## src/rtl/seq_sched_pkg.sv

```systemverilog
// Shared types for the range-delay sequence scheduler.
// Slot record, per-slot result code and parameter sanity check.
package seq_sched_pkg;

  localparam int SLOT_K_W = 8;

  typedef struct packed {
    logic                active;
    logic [SLOT_K_W-1:0] k;
  } slot_t;

  typedef enum logic [1:0] {
    RES_NONE,
    RES_MATCH,
    RES_FAIL
  } res_t;

  function automatic bit sched_params_ok(
    input int min_dly,
    input int max_dly,
    input int slots,
    input int cnt_w
  );
    return (min_dly >= 1) && (max_dly >= min_dly) &&
           (slots >= 1) && (cnt_w <= SLOT_K_W);
  endfunction

endpackage

```

## src/rtl/seq_slot_alloc.sv

```systemverilog
// Find-first-free slot picker.
// One-hot grant of the lowest free slot when a start is requested.
module seq_slot_alloc #(
  parameter int N = 4
) (
  input  logic         req,
  input  logic [N-1:0] free,
  output logic [N-1:0] grant,
  output logic         none_free
);

  logic taken;

  // lowest-index free slot wins
  always_comb begin
    grant = '0;
    taken = 1'b0;
    for (int i = 0; i < N; i++) begin
      if (req && free[i] && !taken) begin
        grant[i] = 1'b1;
        taken    = 1'b1;
      end
    end
  end

  assign none_free = ~|free;

endmodule

```

## src/rtl/seq_range_sched.sv

```systemverilog
// Slot scheduler for overlapping a ##[MIN_DLY:MAX_DLY] b attempts.
// Each start takes a slot that ages until match or window expiry.
module seq_range_sched
  import seq_sched_pkg::*;
#(
  parameter int MIN_DLY = 1,
  parameter int MAX_DLY = 2,
  parameter int SLOTS   = 4,
  parameter int CNT_W   = $clog2(MAX_DLY + 1)
) (
  input  logic             clk,
  input  logic             rst_n,
  input  logic             en,
  input  logic             a,
  input  logic             b,
  input  logic             abort,
  output logic [SLOTS-1:0] active,
  output logic [SLOTS-1:0] match_vec,
  output logic [SLOTS-1:0] fail_vec,
  output logic             match,
  output logic             fail,
  output logic             overflow
);

  if (!sched_params_ok(MIN_DLY, MAX_DLY, SLOTS, CNT_W)) begin : g_bad
    $error("seq_range_sched: illegal MIN_DLY/MAX_DLY/SLOTS");
  end

  logic             live;
  logic             req;
  logic [SLOTS-1:0] retire;
  logic [SLOTS-1:0] free;
  logic [SLOTS-1:0] grant;
  logic [SLOTS-1:0] m_nxt;
  logic [SLOTS-1:0] f_nxt;
  logic             none_free;

  assign live = en & ~abort;
  assign req  = live & a;
  assign free = ~active | retire;

  seq_slot_alloc #(
    .N(SLOTS)
  ) u_alloc (
    .req      (req),
    .free     (free),
    .grant    (grant),
    .none_free(none_free)
  );

  for (genvar i = 0; i < SLOTS; i++) begin : g_slot
    slot_t st;
    res_t  res;
    int    age;

    assign active[i] = st.active;
    assign retire[i] = (res != RES_NONE);
    assign m_nxt[i]  = (res == RES_MATCH);
    assign f_nxt[i]  = (res == RES_FAIL);

    // decide match / expiry from the age this edge would reach
    always_comb begin
      res = RES_NONE;
      age = int'(st.k) + 1;
      if (st.active && live) begin
        if (b && age >= MIN_DLY && age <= MAX_DLY)
          res = RES_MATCH;
        else if (age == MAX_DLY)
          res = RES_FAIL;
      end
    end

    // slot lifecycle: allocate, age, retire, abort
    always_ff @(posedge clk) begin
      if (!rst_n) begin
        st <= '0;
      end else if (en) begin
        if (abort)
          st <= '0;
        else if (grant[i])
          st <= '{active: 1'b1, k: '0};
        else if (retire[i])
          st <= '0;
        else if (st.active)
          st.k <= st.k + SLOT_K_W'(1);
      end
    end
  end

  // registered result pulses
  always_ff @(posedge clk) begin
    if (!rst_n) begin
      match_vec <= '0;
      fail_vec  <= '0;
      match     <= 1'b0;
      fail      <= 1'b0;
      overflow  <= 1'b0;
    end else begin
      match_vec <= m_nxt;
      fail_vec  <= f_nxt;
      match     <= |m_nxt;
      fail      <= |f_nxt;
      overflow  <= req & none_free;
    end
  end

endmodule

```

## config.mk

```make
export PLATFORM = sky130hd
export DESIGN_NAME = seq_range_sched
export DESIGN_NICKNAME = d
export VERILOG_FILES = /design/src/rtl/seq_sched_pkg.sv /design/src/rtl/seq_slot_alloc.sv /design/src/rtl/seq_range_sched.sv
export SDC_FILE = /design/constraint.sdc
export NUM_CORES = 1
export LEC_CHECK = 0
export ABC_AREA = 1
export BUFFER_PORTS_ARGS = -buffer_cell sky130_fd_sc_hd__buf_2
export CAP_MARGIN = 0
export CORE_MARGIN = 2
export CORE_UTILIZATION = 65
export DETAILED_ROUTE_END_ITERATION = 12
export GPL_ROUTABILITY_DRIVEN = 0
export PLACE_DENSITY = 0.86
export SLEW_MARGIN = 20
export SYNTH_ARGS = -nofsm -noshare
export SYNTH_HDL_FRONTEND = slang
export SYNTH_SLANG_ARGS = --single-unit
```

## constraint.sdc

```tcl
create_clock -name clk -period 4 [get_ports clk]
set_input_delay 0.8 -clock clk [delete_from_list [all_inputs] [get_ports clk]]
set_output_delay 0.8 -clock clk [all_outputs]
set_load 0.01 [all_outputs]
```

==> metrics, run 1 <==
outcome=complete, no violations; synth-to-layout area growth=7.14%; Routed Wire Length=6570 um; startpoint types=input port; clock tree from TritonCTS=built; Final period util=0.655; dominant cell by count in the synthesized netlist=nand2_1; number of hold violations in the final report=0; RSZ-0062 raised after global routing=false; Post-Route Skew=slightly below 0.01 ns; final worst hold slack=0.478 ns; buffer type at the clock tree root=clkbuf_8; predominant post-synthesis flop cell=dfxtp_1; top cell type's share of synthesized area=0.305; capture instance of the worst register-to-register path=g_slot[3].st[5]$_SDFFE_PN0P_; source-to-sink clock delay at the later pin of the worst-skew pair=between 0.3 and 0.4 ns; initial core utilization=0.662; commonest cells in the netlist=139 x nand2_1, 58 x inv_1, 48 x nand3_1; number of sinks on the clock net=47; slowest stage delay, CP=between 0.2 and 0.25 ns; Final TNS setup=0 ns; Tmin final=2.62 ns; post-cts resize count=0; remaining routing DRC violations=0; final setup violating endpoints=0; DR vias=2,992; Clk pwr share=0.411; Post-Syn Area=3080 um^2; count of buffers inserted at the top-level ports=20; maximum number of pins on one net before global-route repair=46; antenna violations before repair=0; switching power=between 200 and 250 uW; number of buffers added for setup after CTS=0; DRC marker count from the first detailed-route iteration=270; area of all sequential standard cells=941 um^2; classification of the worst setup path=in2reg; horizontal die dimension=around 73 um; antenna-violating nets left=0; clock slew at the register clock pins of the worst setup and hold paths=approximately 0.10 ns; core footprint=4660 um^2; yosys synthesis warning count=0; number of enable flip-flop cells after synthesis=0; number of search-and-repair iterations in the first detailed-routing pass=5; critical path launch point=abort; reg2reg path depth=17; number of global-route vias before repair=2,605; DP HPWL=4930 um; Die Area=~5300 um^2; Hold Startpoint=g_slot[1].st[6]$_SDFFE_PN0P_; static leakage=about 0.0014 uW; cell type with the largest total area after synthesis=dfxtp_1; height of the die=between 70 and 80 um; final-stage net count=508; top fanout value on the critical path=7; proportion of register bits with asynchronous set or reset after synthesis=0; top area cells in the synthesized netlist=dfxtp_1 31%, nand2_1 17%, nand3_1 7.8%; ratio of total power to cell area=265 nW/um^2; sequential cell area fraction in the yosys report=0.305; overflow left after global routing=0; Max Fclk=381 MHz; slowest stage cell on the critical path=nand4_1; global-route usage over all layers=0.259; Reg2Reg Launch Point=g_slot[0].st[0]$_SDFFE_PN0P_; Net Count, Synth=492; number of buffers added to fix hold violations after cts=0; slew of the pin with the lowest slew margin=0.839 ns; number of placement rows=25; routed vias/inst=about 5.5; area of combinational cells with multiple inputs=1850 um^2; CP arrival=between 2 and 3 ns; worst setup path endpoint=g_slot[3].st[5]$_SDFFE_PN0P_; Fillers=390; share of total power in sequential cells=0.537; worst rel slew slack=0.440; count of unique library cells instantiated by Yosys=37; combinational group share of total power=0.051; Longest Clk Path Bufs=2; Sw Share=0.236; number of slew-limit violations in the final report=0; CP endpoint kind=register; TritonCTS buffer count=5; most used cell, CP=nand2_1; CTS HTree Levels=2; type of the tightest min-delay check=reg2reg; wire length of the first global-routing pass=11,100 um; Synth Register Bits=47; share of post-route cells with drive strength above 1=0.147; Internal Power=669 uW; average detailed-routed wire length per instance=12.1 um; register-to-register path setup slack=around 1.5 ns; critical path, cell by cell=buf_2 -> inv_1 -> nand2_1 -> nor2_1 -> inv_2 -> nor3_1 -> nand4_1 -> nand3_1 -> nor2_1 -> nand2_1 -> clkinv_1 -> nand2_4 -> nand2_4 -> nor2_8 -> nand2_1 -> a21oi_1; maximum capacitance violations=0; per-instance average area after synthesis=6.51 um^2; highest ir drop seen on vdd=197 uV; ant diodes=0; number of instances in the synthesized netlist=474; count of pins on the block boundary=21; Worst EP required=4.22 ns
-- sequential cells by signal (all words and copies together) (netlist names) --
name / flops
g_slot.st: 32
match: 1
fail: 1
active: 4
match_vec: 4
fail_vec: 4
overflow: 1
-- layout by cell type, fill, tap and decap left out, drive strengths merged, types with 3 or more instances in the layout --
cell	Yosys	routed
nor3	3	3
nor2	55	55
nand3	52	52
a21oi	37	37
nand4	16	16
clkbuf	4	5
inv	61	62
or2	8	8
nand2	145	145
dfxtp	47	47
xnor2	5	5
xor2	4	4
o21ai	10	10
buf	7	20
ha	12	12
-- kinds of logic after synthesis --
| kind of cell | count (synthesis) | share of synthesized area |
|---|---|---|
| simple gates | 281 | 0.420 |
| buf+inv | 73 | 0.0957 |
| xor+xnor | 9 | 0.0256 |
| compound gates | 52 | 0.105 |
| fa+ha+maj | 12 | 0.0487 |
| flops | 47 | 0.305 |
-- cell type report --
cell class	instances	share of cell area
repair buffers	20	0.0303
multi-input cells	354	0.559
flip-flops and latches	47	0.285
clock inverters	3	0.0140
clock buffers	5	0.0208
well taps	54	0.0204
inverters	62	0.0704
-- power groups by stage --
stage          clock network [uW]  logic (uW)  registers, uW
3_5_place_dp                    0        43.9            482
3_3_place_gp                    0        43.5            482
2_1_floorplan                   0        33.7            482
4_1_cts                       366        44.4            471
6_report                      361        45.0            471
5_1_grt                       381        49.6            471
-- per-layer routing --
metal	wire, um	GRT usage	part of all wire
met2	3030	0.429	0.46
met4	59	0.0597	0.0090
met3	307	0.0539	0.047
met1	3180	0.346	0.48
met5	0	0	0
-- worst max-delay path, delay by kind of cell --
family                 cells  cell delay [ns]
AOI/OAI and AO/OA          1             0.16
buffers and inverters      4             0.41
and+or+nand+nor           11             1.45
-- how the worst min path moves through the flow --
stage,to,slack [ns],cells past startpoint
2_1_floorplan,g_slot[1].st[6]$_SDFFE_PN0P_,0.44,2
3_3_place_gp,g_slot[1].st[6]$_SDFFE_PN0P_,0.45,2
3_5_place_dp,g_slot[1].st[6]$_SDFFE_PN0P_,0.46,2
4_1_cts,g_slot[1].st[6]$_SDFFE_PN0P_,0.48,2
5_1_grt,g_slot[1].st[6]$_SDFFE_PN0P_,0.50,2
6_report,g_slot[1].st[6]$_SDFFE_PN0P_,0.48,2
-- per-stage QoR --
step	std cells	cell area, um^2	util	worst slack [ns]	power [uW]
detailed placement	537	3190	0.684	1.11	526
finish	545	3300	0.709	1.38	877
global route	545	3300	0.709	1.13	902
CTS	545	3300	0.709	1.42	881
floorplan	474	3080	-	1.59	515
global placement	537	3190	0.684	1.32	525
Power figures use the tool's default switching activity.
==> inputs of run 2 (changes only) <==
--- a/config.mk
+++ b/config.mk
@@ -9,10 +9,10 @@
 export BUFFER_PORTS_ARGS = -buffer_cell sky130_fd_sc_hd__buf_2
 export CAP_MARGIN = 0
 export CORE_MARGIN = 2
-export CORE_UTILIZATION = 65
+export CORE_UTILIZATION = 55
 export DETAILED_ROUTE_END_ITERATION = 12
 export GPL_ROUTABILITY_DRIVEN = 0
-export PLACE_DENSITY = 0.86
+export PLACE_DENSITY = 0.77
 export SLEW_MARGIN = 20
 export SYNTH_ARGS = -nofsm -noshare
 export SYNTH_HDL_FRONTEND = slang
==> constraint.sdc (replaced) <==
create_clock -name clk -period 2.15 [get_ports clk]
set_input_delay 0.43 -clock clk [delete_from_list [all_inputs] [get_ports clk]]
set_output_delay 0.43 -clock clk [all_outputs]
set_load 0.01 [all_outputs]
==> metrics, run 2 (synthesized netlist as in run 1, its figures left out) <==
most common cell after layout, fill and taps aside=nand2_1; height of the die=78.9 um (+8.2%); Routed Wire Length=11,400 um (+73%); Die Area=6220 um^2 (+17%); clock tree from TritonCTS=built; ratio of total power to cell area=347 nW/um^2 (+31%); count of pins on the block boundary=21 (unchanged); CTS HTree Levels=2 (unchanged); wire length of the first global-routing pass=15,000 um (+36%); average detailed-routed wire length per instance=17.4 um (+44%); type of the tightest min-delay check=in2reg; slew of the pin with the lowest slew margin=0.392 ns (-0.447 ns); Longest Clk Path Bufs=2 (unchanged); synth-to-layout area growth=48.8%; RSZ-0062 raised after global routing=true; number of global-route vias before repair=3,470 (+33%); horizontal die dimension=78.9 um (+8.2%); antenna violations before repair=0 (unchanged); Tmin final=2.40 ns; register with the most flip-flops=g_slot.st; most used cells in the layout excluding fill and tap cells=106 x nand2_1, 80 x buf_4, 44 x inv_1; Post-Place Setup Slack=-0.171 ns (-1.28 ns); Fillers=284 (-27%); slowest stage delay, CP=0.40 ns (+0.19 ns); DP HPWL=5530 um (+12%); number of hold violations in the final report=0 (unchanged); Final period util=1.12; CP arrival=2.58 ns (-0.26 ns); Post-Route Skew=0.0122 ns (+0.00247 ns); buffer type at the clock tree root=clkbuf_8; maximum capacitance violations=0 (unchanged); source-to-sink clock delay at the later pin of the worst-skew pair=0.32 ns (about the same); overflow left after global routing=0 (unchanged); routed vias/inst=5.88 (+7.1%); count of buffers inserted at the top-level ports=20 (unchanged); antenna-violating nets left=0 (unchanged); DR vias=3,838 (+28%); classification of the worst setup path=reg2reg; worst rel slew slack=0.738 (+0.298); core footprint=5470 um^2 (+17%); maximum number of pins on one net before global-route repair=30 (-35%); number of slew-limit violations in the final report=0 (unchanged); ant diodes=0 (unchanged); CP endpoint kind=register; Worst EP required=2.33 ns (-1.89 ns); remaining routing DRC violations=0 (unchanged); outcome=complete, but fails checks; initial core utilization=0.564 (-0.0982); Max Fclk=between 400 and 500 MHz; TritonCTS buffer count=5 (unchanged); final worst-path setup slack=-0.248 ns (-1.63 ns); number of search-and-repair iterations in the first detailed-routing pass=7 (+2); final-stage net count=598 (+18%); highest ir drop seen on vdd=299 uV (+52%); flip-flop count of the largest register, all copies and words added=32 (unchanged); Layout Utilization=0.839 (+0.130); clock slew at the register clock pins of the worst setup and hold paths=0.10 ns (about the same); static leakage=0.00198 uW (+39%); startpoint types=register; kind of cell with the highest combined delay on the critical path=simple AND/OR/NAND/NOR gates; DRC marker count from the first detailed-route iteration=354 (+31%); share of post-route cells with drive strength above 1=0.485 (+0.339); number of placement rows=27 (+8.0%); slowest stage cell on the critical path=dfxtp_4; sum of buffers and inverters on the critical path=3 (-1); top fanout value on the critical path=8 (+1); final worst hold slack=0.395 ns (-0.0832 ns); global-route usage over all layers=0.300 (+0.0408); final setup violating endpoints=37 (+37); number of sinks on the clock net=47 (unchanged); violated checks=negative setup slack; critical path, cell by cell=ha_4 -> nand2_2 -> inv_2 -> buf_6 -> nand4_1 -> nand2_1 -> nand2_1 -> nand2_2 -> nor2_1 -> nand3_1 -> nand3_2 -> nor2_4 -> nand2_2 -> inv_4 -> nand2_4 -> nand3_2 -> nand2_4 -> nand2_1 -> a21oi_1
[run 2: cell types whose count changed in the layout (fill, tap and decap cells not counted), moves of 14 or more]
cell     change
buf_4       +80
nand2_1     -33
nand2_2     +27
dfxtp_1     -15
nand3_1     -15
inv_1       -14
[run 2: path summary, 6_finish.rpt]
path / startpoint / endpoint / slack [ns] / cells after the start
setup / recovery: g_slot[1].st[1]$_SDFFE_PN0P_ / g_slot[3].st[1]$_SDFFE_PN0P_ / -0.25 / 19
hold / removal: rst_n / match$_SDFF_PN0_ / 0.40 / 3
setup reg to reg: g_slot[1].st[1]$_SDFFE_PN0P_ / g_slot[3].st[1]$_SDFFE_PN0P_ / -0.25 / 19
hold reg to reg: g_slot[1].st[6]$_SDFFE_PN0P_ / g_slot[1].st[6]$_SDFFE_PN0P_ / 0.47 / 2
[run 2: power breakdown]
group / internal [uW] / switching (uW) / total (uW) / leakage [uW]
Clock: 227 / 344 / 571 / 0.0000402
Sequential: 864 / 2.81 / 867 / 0.000388
Combinational: 55.7 / 97.9 / 154 / 0.00155
[run 2: metal layers]
metal  wire, um  track usage  up-vias
met2       5570        0.522      254
met3        936       0.0614       98
met1       4190        0.337     1758
met5          0            0        -
met4        682        0.178        0
li1           -            -     1728
[run 2: worst min-delay path, cell delays in order]
cell and delay, ns:
buf_2 0.12, nand2_1 0.07, inv_1 0.06
[run 2: layout make-up]
type,instances,area (um^2),area share
clock buffers,5,68.8,0.0150
multi-input cells,354,2370,0.517
flip-flops and latches,47,977,0.213
clock inverters,3,20.0,0.00436
repair buffers,110,822,0.179
well taps,72,90.1,0.0196
inverters,62,238,0.0518
[run 2: stage by stage]
stage	total power [uW]	setup TNS (ns)	instances	cell area, um^2
2_1_floorplan	959	0	474	3090
3_3_place_gp	1000	-1.16	612	3660
4_1_cts	1550	-0.647	646	4210
6_report	1590	-6.32	653	4590
5_1_grt	1630	-10.65	653	4590
3_5_place_dp	1000	-3.06	612	3660
[run 2: repair_timing]
action	CTS	global route
hold buffers	0	0
pin swaps	49	41
gates resized for setup	77	94
setup endpoints to repair	35	41
buffers inserted	27	11
==> inputs of run 3 (changes only) <==
--- a/config.mk
+++ b/config.mk
@@ -12,6 +12,7 @@
 export CORE_UTILIZATION = 55
 export DETAILED_ROUTE_END_ITERATION = 12
 export GPL_ROUTABILITY_DRIVEN = 0
+export GPL_TIMING_DRIVEN = 0
 export PLACE_DENSITY = 0.77
 export SLEW_MARGIN = 20
 export SYNTH_ARGS = -nofsm -noshare
==> metrics, run 3 (synthesized netlist as in run 1, its figures left out) <==
outcome=complete, but fails checks; violated checks=negative setup slack; maximum number of pins on one net before global-route repair=17 (-43%); antenna violations before repair=0 (unchanged); Sw Share=0.276 (-0.00326); number of global-route vias before repair=2,926 (-16%); overflow left after global routing=0 (unchanged); most congested layer reported by global routing=met2; core footprint=5470 um^2 (unchanged); static leakage=0.00173 uW (-13%); maximum capacitance violations=0 (unchanged); grt met1 use=0.336 (-0.000695); Longest Clk Path Bufs=2 (unchanged); Tmin final=2.32 ns (-0.0741 ns); source-to-sink clock delay at the later pin of the worst-skew pair=0.31 ns (about the same); TritonCTS buffer count=5 (unchanged); horizontal die dimension=78.9 um (unchanged); Clk pwr share=0.363 (+0.004); synth-to-layout area growth=35.9%; count of pins on the block boundary=21 (unchanged); antenna-violating nets left=0 (unchanged); routed vias/inst=5.76 (-2.0%); Post-Route Skew=0.0119 ns (-0.000300 ns); most used cells in the layout excluding fill and tap cells=106 x nand2_1, 47 x inv_1, 34 x buf_4; CTS HTree Levels=2 (unchanged); remaining routing DRC violations=0 (unchanged); share of total power in sequential cells=0.553 (+0.008); Final period util=1.08 (-0.0345); DR vias=3,483 (-9.2%); Die Area=6220 um^2 (unchanged); Max Fclk=430 MHz (+3.2%); RSZ-0062 raised after global routing=true; classification of the worst setup path=reg2reg; number of placement rows=27 (unchanged); slew of the pin with the lowest slew margin=0.787 ns (+0.395 ns); Worst EP required=2.39 ns (+0.06 ns); initial core utilization=0.564 (unchanged); count of buffers inserted at the top-level ports=19 (-5.0%); startpoint types=register; critical path, cell by cell=buf_4 -> nand3_1 -> inv_2 -> nand3_1 -> nand2_1 -> nand2_1 -> nand2_1 -> nor2_1 -> nand3_2 -> nand3_2 -> buf_4 -> nand3_2 -> nand2_4 -> o21ai_4 -> nand2_1 -> a21oi_1; number of search-and-repair iterations in the first detailed-routing pass=9 (+2); type of the tightest min-delay check=in2reg; register with the most flip-flops=g_slot.st; number of sinks on the clock net=47 (unchanged); Internal Power=1140 uW (-0.92%); combinational group share of total power=0.084 (-0.012); most common cell after layout, fill and taps aside=nand2_1; CP arrival=2.56 ns (-0.02 ns); met2 GRT Util=0.430 (-0.0923); final setup violating endpoints=36 (-2.7%); clock slew at the register clock pins of the worst setup and hold paths=0.10 ns (about the same); slowest stage delay, CP=0.40 ns (about the same); share of post-route cells with drive strength above 1=0.430 (-0.0557); final worst-path setup slack=-0.174 ns (+0.0741 ns); switching power=433 uW (-2.5%); ant diodes=0 (unchanged); number of buffers added to fix hold violations after cts=0 (unchanged); clock tree from TritonCTS=built; slowest stage cell on the critical path=dfxtp_4; final total power=1570 uW (-1.4%); wire length of the first global-routing pass=13,000 um (-14%); Routed Wire Length=9250 um (-19%); ratio of total power to cell area=375 nW/um^2 (+8.1%); number of hold violations in the final report=0 (unchanged); most used cell, CP=nand2_1; height of the die=78.9 um (unchanged); final-stage net count=550 (-8.0%); top fanout value on the critical path=8 (unchanged); met3 layer usage reported by global route=0.0477 (-0.0136); number of slew-limit violations in the final report=0 (unchanged); average detailed-routed wire length per instance=15.3 um (-12%); Final TNS setup=-3.72 ns (+2.60 ns); buffer type at the clock tree root=clkbuf_8; global-route usage over all layers=0.257 (-0.0423); highest ir drop seen on vdd=293 uV (-1.8%); flip-flop count of the largest register, all copies and words added=32 (unchanged); DRC marker count from the first detailed-route iteration=246 (-31%); reg2reg path depth=16 (-3); final worst hold slack=0.387 ns (-0.00784 ns); CP endpoint kind=register; Worst Hold Depth=3 (unchanged); worst rel slew slack=0.475 (-0.263); DP HPWL=4940 um (-11%)
-- run 3: cell types whose count changed in the layout (fill, tap and decap cells not counted), sizes merged --
cell	change
clkbuf	+5
buf	-53
-- run 3: worst max-delay path: cells and delay by family (launching register included) --
kind	cells	cell delay (ns)
buffers and inverters	3	0.40
AND/OR/NAND/NOR	11	1.02
flip-flops	1	0.40
AO/OA/AOI/OAI	2	0.42
-- run 3: path summary, 6_finish.rpt --
path                            slack [ns]                           end                    startpoint
worst max-delay path                 -0.17  g_slot[1].st[2]$_SDFFE_PN0P_  g_slot[1].st[0]$_SDFFE_PN0P_
worst min-delay path                  0.39              match$_SDFF_PN0_                         rst_n
worst max register to register       -0.17  g_slot[1].st[2]$_SDFFE_PN0P_  g_slot[1].st[0]$_SDFFE_PN0P_
worst min register to register        0.46  g_slot[1].st[6]$_SDFFE_PN0P_  g_slot[1].st[6]$_SDFFE_PN0P_
-- run 3: stage by stage --
| stage | cell area, um^2 | utilization | setup slack, ns | cells |
|---|---|---|---|---|
| floorplan | 3090 | - | 0.0419 | 474 |
| finish | 4190 | 0.766 | -0.174 | 605 |
| global placement | 3270 | 0.598 | -0.307 | 565 |
| CTS | 3820 | 0.698 | -0.0718 | 598 |
| global route | 4190 | 0.766 | -0.324 | 605 |
| detailed placement | 3270 | 0.598 | -0.357 | 565 |
-- run 3: layer usage --
layer,share of wire,up-vias,routed length (um)
met3,0.073,55,675
met4,0.045,0,415
met2,0.48,171,4460
met5,0,-,0
met1,0.40,1619,3700
li1,-,1638,-
-- run 3: power by group through the flow --
stage / Sequential (uW) / Clock (uW) / Combinational, uW
after floorplan: 896 / 0 / 63.3
after global placement: 897 / 0 / 91.5
after detailed placement: 897 / 0 / 93.1
after CTS: 873 / 580 / 113
after global routing: 869 / 619 / 140
final: 868 / 570 / 131
-- run 3: final cells by class --
class | instances | area (um^2)
multi-input cells | 354 | 2370
fillers | 359 | 1280
flip-flops and latches | 47 | 981
repair buffers | 51 | 347
inverters | 62 | 241
well taps | 72 | 90.1
clock buffers | 5 | 68.8
plain buffers | 11 | 65.1
clock inverters | 3 | 23.8
-- run 3: repair_timing --
| item | in CTS | in global routing |
|---|---|---|
| pin swaps | 38 | 40 |
| gates resized for setup | 74 | 91 |
| buffers inserted | 25 | 7 |
| endpoints found under the setup margin | 35 | 38 |
| hold endpoints to repair | 0 | 0 |
